File: config.mk
export PLATFORM = sky130hd
export DESIGN_NAME = lcd_write_arbiter
export DESIGN_NICKNAME = d
export VERILOG_FILES = /design/src/rtl/lcd_pkg.sv /design/src/rtl/lcd_write_arbiter_rr_pick.sv /design/src/rtl/lcd_write_arbiter.sv
export SDC_FILE = /design/constraint.sdc
export NUM_CORES = 1
export LEC_CHECK = 0
export CORE_UTILIZATION = 51
export CTS_CLUSTER_SIZE = 16
export DETAILED_ROUTE_END_ITERATION = 16
export HOLD_SLACK_MARGIN = 0.12
export PLACE_DENSITY = 0.88
export SLEW_MARGIN = 40
export SYNTH_ARGS = -nofsm -noshare
export SYNTH_HDL_FRONTEND = slang
export SYNTH_HIERARCHICAL = 1
export SYNTH_SLANG_ARGS = --single-unit
File: constraint.sdc
create_clock -name sys_clk -period 4.1 [get_ports sys_clk]
set_clock_uncertainty 0.05 [all_clocks]
set_input_delay 1.23 -clock sys_clk [delete_from_list [all_inputs] [get_ports sys_clk]]
set_output_delay 1.23 -clock sys_clk [all_outputs]
set_load 0.01 [all_outputs]
File: src/rtl/lcd_pkg.sv
// rtl/lcd_pkg.sv - shared LCD word format, requester indices and arbiter state encoding
package lcd_pkg;
   localparam int LCD_DW     = 9;
   localparam int LCD_DC_BIT = 8;

   localparam int REQ_INIT = 0;
   localparam int REQ_CHAR = 1;
   localparam int REQ_FILL = 2;

   typedef enum logic {
      ST_IDLE  = 1'b0,
      ST_GRANT = 1'b1
   } arb_state_e;
endpackage

File: src/rtl/lcd_write_arbiter_rr_pick.sv
// rtl/lcd_write_arbiter_rr_pick.sv - combinational round-robin picker over indices 1..N-1
module rr_pick #(
   parameter int N  = 3,
   parameter int PW = $clog2(N)
) (
   input  logic [N-1:0]  eligible_i,
   input  logic [PW-1:0] rr_ptr_i,
   output logic [N-1:0]  winner_o,
   output logic [PW-1:0] winner_idx_o,
   output logic          valid_o
);
   logic [PW-1:0] cand;

   // Index 0 (init) never takes part: the search starts after rr_ptr and wraps N-1 -> 1.
   always_comb begin
      winner_o     = '0;
      winner_idx_o = '0;
      valid_o      = 1'b0;
      cand         = '0;
      for (int o = 0; o < N - 1; o++) begin
         cand = PW'(((int'(rr_ptr_i) + o) % (N - 1)) + 1);
         if (!valid_o && eligible_i[cand]) begin
            valid_o        = 1'b1;
            winner_o[cand] = 1'b1;
            winner_idx_o   = cand;
         end
      end
   end
endmodule

File: src/rtl/lcd_write_arbiter.sv
// rtl/lcd_write_arbiter.sv - burst-granting arbiter sharing one lcd_write between sources
module lcd_write_arbiter
   import lcd_pkg::*;
#(
   parameter int NREQ    = 3,
   parameter int DW      = LCD_DW,
   parameter int TIMEOUT = 4096,
   parameter int TW      = 13
) (
   input  logic              sys_clk,
   input  logic              sys_rst_n,
   input  logic              init_done,
   input  logic [NREQ-1:0]   req,
   input  logic [NREQ-1:0]   wr_en_i,
   input  logic [NREQ*DW-1:0] data_i,
   input  logic              wr_done,
   output logic [NREQ-1:0]   gnt,
   output logic [NREQ-1:0]   wr_done_o,
   output logic [DW-1:0]     data,
   output logic              en_write,
   output logic              busy,
   output logic              timeout_p,
   output logic              proto_err
);
   localparam int PW = $clog2(NREQ);

   arb_state_e    state_q, state_d;
   logic [NREQ-1:0] gnt_q, gnt_d;
   logic [NREQ-1:0] mask_q, mask_d;
   logic [DW-1:0] data_q, data_d;
   logic          en_write_q, en_write_d;
   logic          inflight_q, inflight_d;
   logic [TW-1:0] tmo_cnt_q, tmo_cnt_d;
   logic [PW-1:0] rr_ptr_q, rr_ptr_d;
   logic          timeout_p_q, timeout_p_d;
   logic          proto_err_q, proto_err_d;

   logic [PW-1:0]   g_idx;
   logic [NREQ-1:0] elig_run;
   logic [NREQ-1:0] rr_win;
   logic [PW-1:0]   rr_win_idx;
   logic            rr_valid;
   logic            req_g, wr_en_g, accept, done, idle_now, force_rel, tmo_hit;
   logic [DW-1:0]   data_g;

   always_comb begin
      g_idx = '0;
      for (int i = 0; i < NREQ; i++) begin
         if (gnt_q[i]) g_idx = PW'(i);
      end
   end

   always_comb begin
      elig_run           = req & ~mask_q;
      elig_run[REQ_INIT] = 1'b0;
   end

   rr_pick #(.N(NREQ), .PW(PW)) u_rr_pick (
      .eligible_i   (elig_run),
      .rr_ptr_i     (rr_ptr_q),
      .winner_o     (rr_win),
      .winner_idx_o (rr_win_idx),
      .valid_o      (rr_valid)
   );

   assign req_g     = |(req & gnt_q);
   assign wr_en_g   = |(wr_en_i & gnt_q);
   assign data_g    = data_i[g_idx*DW +: DW];
   assign accept    = (state_q == ST_GRANT) && wr_en_g && !inflight_q;
   assign done      = inflight_q && wr_done;
   assign idle_now  = !inflight_q || wr_done;
   // A re-init takes the writer back from any run-phase holder.
   assign force_rel = !init_done && !gnt_q[REQ_INIT];
   assign tmo_hit   = (tmo_cnt_q == TW'(TIMEOUT - 1));

   always_comb begin
      state_d     = state_q;
      gnt_d       = gnt_q;
      data_d      = data_q;
      en_write_d  = 1'b0;
      inflight_d  = inflight_q;
      tmo_cnt_d   = tmo_cnt_q;
      mask_d      = mask_q & req;
      rr_ptr_d    = rr_ptr_q;
      timeout_p_d = 1'b0;
      proto_err_d = proto_err_q;
      case (state_q)
         ST_IDLE: begin
            tmo_cnt_d = '0;
            if (!init_done) begin
               if (req[REQ_INIT]) begin
                  state_d         = ST_GRANT;
                  gnt_d           = '0;
                  gnt_d[REQ_INIT] = 1'b1;
                  rr_ptr_d        = PW'(REQ_INIT);
               end
            end else if (rr_valid) begin
               state_d  = ST_GRANT;
               gnt_d    = rr_win;
               rr_ptr_d = rr_win_idx;
            end
         end
         ST_GRANT: begin
            if (done) inflight_d = 1'b0;
            if (wr_en_g) begin
               if (inflight_q) begin
                  proto_err_d = 1'b1;
               end else begin
                  data_d     = data_g;
                  en_write_d = 1'b1;
                  inflight_d = 1'b1;
               end
            end
            if (accept)          tmo_cnt_d = '0;
            else if (!inflight_q) tmo_cnt_d = tmo_cnt_q + TW'(1);
            if (idle_now && !accept && (!req_g || force_rel)) begin
               state_d = ST_IDLE;
               gnt_d   = '0;
            end else if (!inflight_q && !accept && tmo_hit) begin
               state_d     = ST_IDLE;
               gnt_d       = '0;
               timeout_p_d = 1'b1;
               mask_d      = mask_d | gnt_q;
            end
         end
         default: state_d = ST_IDLE;
      endcase
   end

   always_ff @(posedge sys_clk or negedge sys_rst_n) begin
      if (!sys_rst_n) begin
         state_q     <= ST_IDLE;
         gnt_q       <= '0;
         mask_q      <= '0;
         data_q      <= '0;
         en_write_q  <= 1'b0;
         inflight_q  <= 1'b0;
         tmo_cnt_q   <= '0;
         rr_ptr_q    <= PW'(NREQ - 1);
         timeout_p_q <= 1'b0;
         proto_err_q <= 1'b0;
      end else begin
         state_q     <= state_d;
         gnt_q       <= gnt_d;
         mask_q      <= mask_d;
         data_q      <= data_d;
         en_write_q  <= en_write_d;
         inflight_q  <= inflight_d;
         tmo_cnt_q   <= tmo_cnt_d;
         rr_ptr_q    <= rr_ptr_d;
         timeout_p_q <= timeout_p_d;
         proto_err_q <= proto_err_d;
      end
   end

   assign gnt       = gnt_q;
   assign data      = data_q;
   assign en_write  = en_write_q;
   assign timeout_p = timeout_p_q;
   assign proto_err = proto_err_q;
   assign busy      = (state_q == ST_GRANT) | inflight_q;
   assign wr_done_o = gnt_q & {NREQ{wr_done}};
endmodule
==> flow_metrics.tcl <==
set metrics [dict create \
    synth_nets 253 \
    cellPowerDensity_nw_per_um2 530.3 \
    ir_drop_mv 0.4373 \
    critical_path_class "in2out" \
    cts_buffer_depth 2 \
    p_switching_uw 508.6 \
    wl_per_cell_microns 14.15 \
    clk_pin_slew_ns 0.06 \
    routabilityCongestion 0.8483 \
    root_buffer "clkbuf_8" \
    port_buffers 55 \
    syn_inst 215 \
    cts_resized 0 \
    final-setup-viol-count 0 \
    cp-endpoint "wr_done_o[1]" \
    antenna_found_initial 0 \
    critPathMaxFanout 5 \
    cts_setup_buffers 0 \
    clock_sinks 33 \
    cts_hold_buf 0 \
    first_iter_violations 106 \
    dr_total_vias 1754 \
    r2r_cells 7 \
    grt_start_max_net_pins 34 \
    busiest_layer "met2" \
    yosysWarningCount 6 \
    grtUsageTotal 0.2412 \
    p_clk_frac 0.179 \
    rsz0062_at_grt "false" \
    cts_tree "yes" \
    worstReg2RegEnd "gnt[1]" \
    vias_per_cell 5.586 \
    drc_errors 0 \
    fin_crit_ns 3.748 \
    grt_pass1_wl_microns 7479 \
    syn_area_sq_um 1906 \
    finalSetupTns_ns 0 \
    r2r_start "gnt[1]" \
    pwr-share-seq 0.374 \
    holdCritPathClass "reg2reg" \
    hold_viol 0 \
    max-slew-margin-rel 0.5207 \
    worst_pin_slew_ns 0.7189 \
    core.rowCount 21 \
    p_int_uw 842.4 \
    total_power_uw 1351 \
    crit_start "wr_done" \
    rrSetupSlack_ns 1.91 \
    area_growth_pct 33.68 \
    status "complete, no violations" \
    die_x_microns 63.13 \
    p_sw_frac 0.3765 \
    dr.pass1.iters 4 \
    fin_nets 306 \
    cp.arrival_ns 2.47 \
    ios 56 \
    startpoint_type "input pin" \
    core-area_sq_um 3468 \
    finalWirelength_microns 4442 \
    finalCritPeriodShare 0.9142 \
    grt_use_met3 0.04710 \
    htreeDepth 2 \
    p_comb_frac 0.447 \
    n_antenna_cell 0 \
    grt_pass1_vias 1636 \
    worstPathRequired_ns 2.82 \
    dp.final_hpwl_microns 3241 \
    max_freq_mhz 266.8 \
    drtAntennaViolNets 0 \
    drv_slew 0 \
    grt-ovfl-total 0 \
    cts_made_buffers 5 \
    met2_usage 0.4368 \
    drive_gt1_frac 0.06716 \
    clkLatencyLatePin_ns 0.28 \
    synth_area_per_cell_sq_um 8.863 \
    grt_use_met1 0.2852 \
    endpoint_kind "output port" \
    maxCapViolations 0 \
    start_util 0.5494 \
    dieArea_sq_um 3985 \
    leakage_uw 0.001059 \
    die_h_microns 63.13 \
]
-- through the flow --
step                instances  worst slack [ns]  cell area [sq um]  utilization  hold WS (ns)
floorplan                 215             1.425               1906            -        0.4081
global placement          307            0.3837               2461       0.7096        0.4126
detailed placement        307            0.3456               2461       0.7096        0.4130
CTS                       314            0.3462               2547       0.7345        0.4330
global route              314            0.3030               2547       0.7345        0.4552
finish                    314            0.3519               2547       0.7345        0.4284
-- power groups by stage --
| stage | sequential [uW] | combinational, uW | clock (uW) |
|---|---|---|---|
| 2_1_floorplan | 494 | 377 | 0 |
| 3_3_place_gp | 507 | 587 | 0 |
| 3_5_place_dp | 511 | 603 | 0 |
| 4_1_cts | 506 | 607 | 245 |
| 5_1_grt | 523 | 668 | 260 |
| 6_report | 505 | 604 | 242 |
-- worst max-delay path, cell delays in order --
cell	delay [ns]
clkdlybuf4s50_1	0.54
and2_1	0.15
clkdlybuf4s50_1	0.55
-- cells in the final DEF, fill, tap and decap left out, drive strengths merged --
| cell type | count |
|---|---|
| o32ai | 3 |
| and3 | 3 |
| o21ai | 21 |
| a21oi | 18 |
| o21bai | 1 |
| and2 | 5 |
| a21o | 1 |
| nor4 | 1 |
| buf | 4 |
| mux2 | 1 |
| o211ai | 2 |
| a31o | 1 |
| nand4 | 3 |
| clkbuf | 7 |
| a31oi | 2 |
| a21boi | 4 |
| nand3 | 7 |
| nor3 | 6 |
| nor3b | 1 |
| nand2b | 4 |
| o22a | 1 |
| o22ai | 1 |
| dfrtp | 33 |
| inv | 6 |
| a41oi | 1 |
| nor2 | 16 |
| or3 | 2 |
| nor2b | 6 |
| conb | 1 |
| nand2 | 24 |
| a22o | 5 |
| o31ai | 3 |
| and4 | 1 |
| a222oi | 1 |
| a32oi | 1 |
| clkdlybuf4s50 | 55 |
| ha | 1 |
| mux2i | 11 |
| or2 | 4 |
-- routing by layer --
| layer | part of all wire | wire length, microns |
|---|---|---|
| met1 | 0.44 | 1960 |
| met2 | 0.50 | 2219 |
| met5 | 0 | 0 |
| met4 | 0.0077 | 34 |
| met3 | 0.051 | 228 |
-- worst min-delay path by stage --
stage	from	to	slack, ns	cells past startpoint
after floorplan	mask_q[1]	mask_q[1]	0.41	2
after global placement	data[1]	data[1]	0.41	2
after detailed placement	proto_err	proto_err	0.41	1
after CTS	data[0]	data[0]	0.43	2
after global routing	data[4]	data[4]	0.46	2
final	data[0]	data[0]	0.43	2
-- layout make-up --
class / count / area [sq um]
fillers: 282 / 920.9
inverters: 6 / 22.52
repair buffers: 59 / 580.6
flip-flops and latches: 33 / 825.8
multi-input cells: 163 / 974.7
clock buffers: 7 / 86.33
well taps: 46 / 57.56
-- flip-flops by register name, summed over array words and instances (netlist names) --
register,count
tmo_cnt_q,13
data,9
gnt,3
mask_q,2
en_write,1
inflight_q,1
proto_err,1
rr_ptr_q,1
state_q,1
timeout_p,1
(Power assumes the default switching activity.)
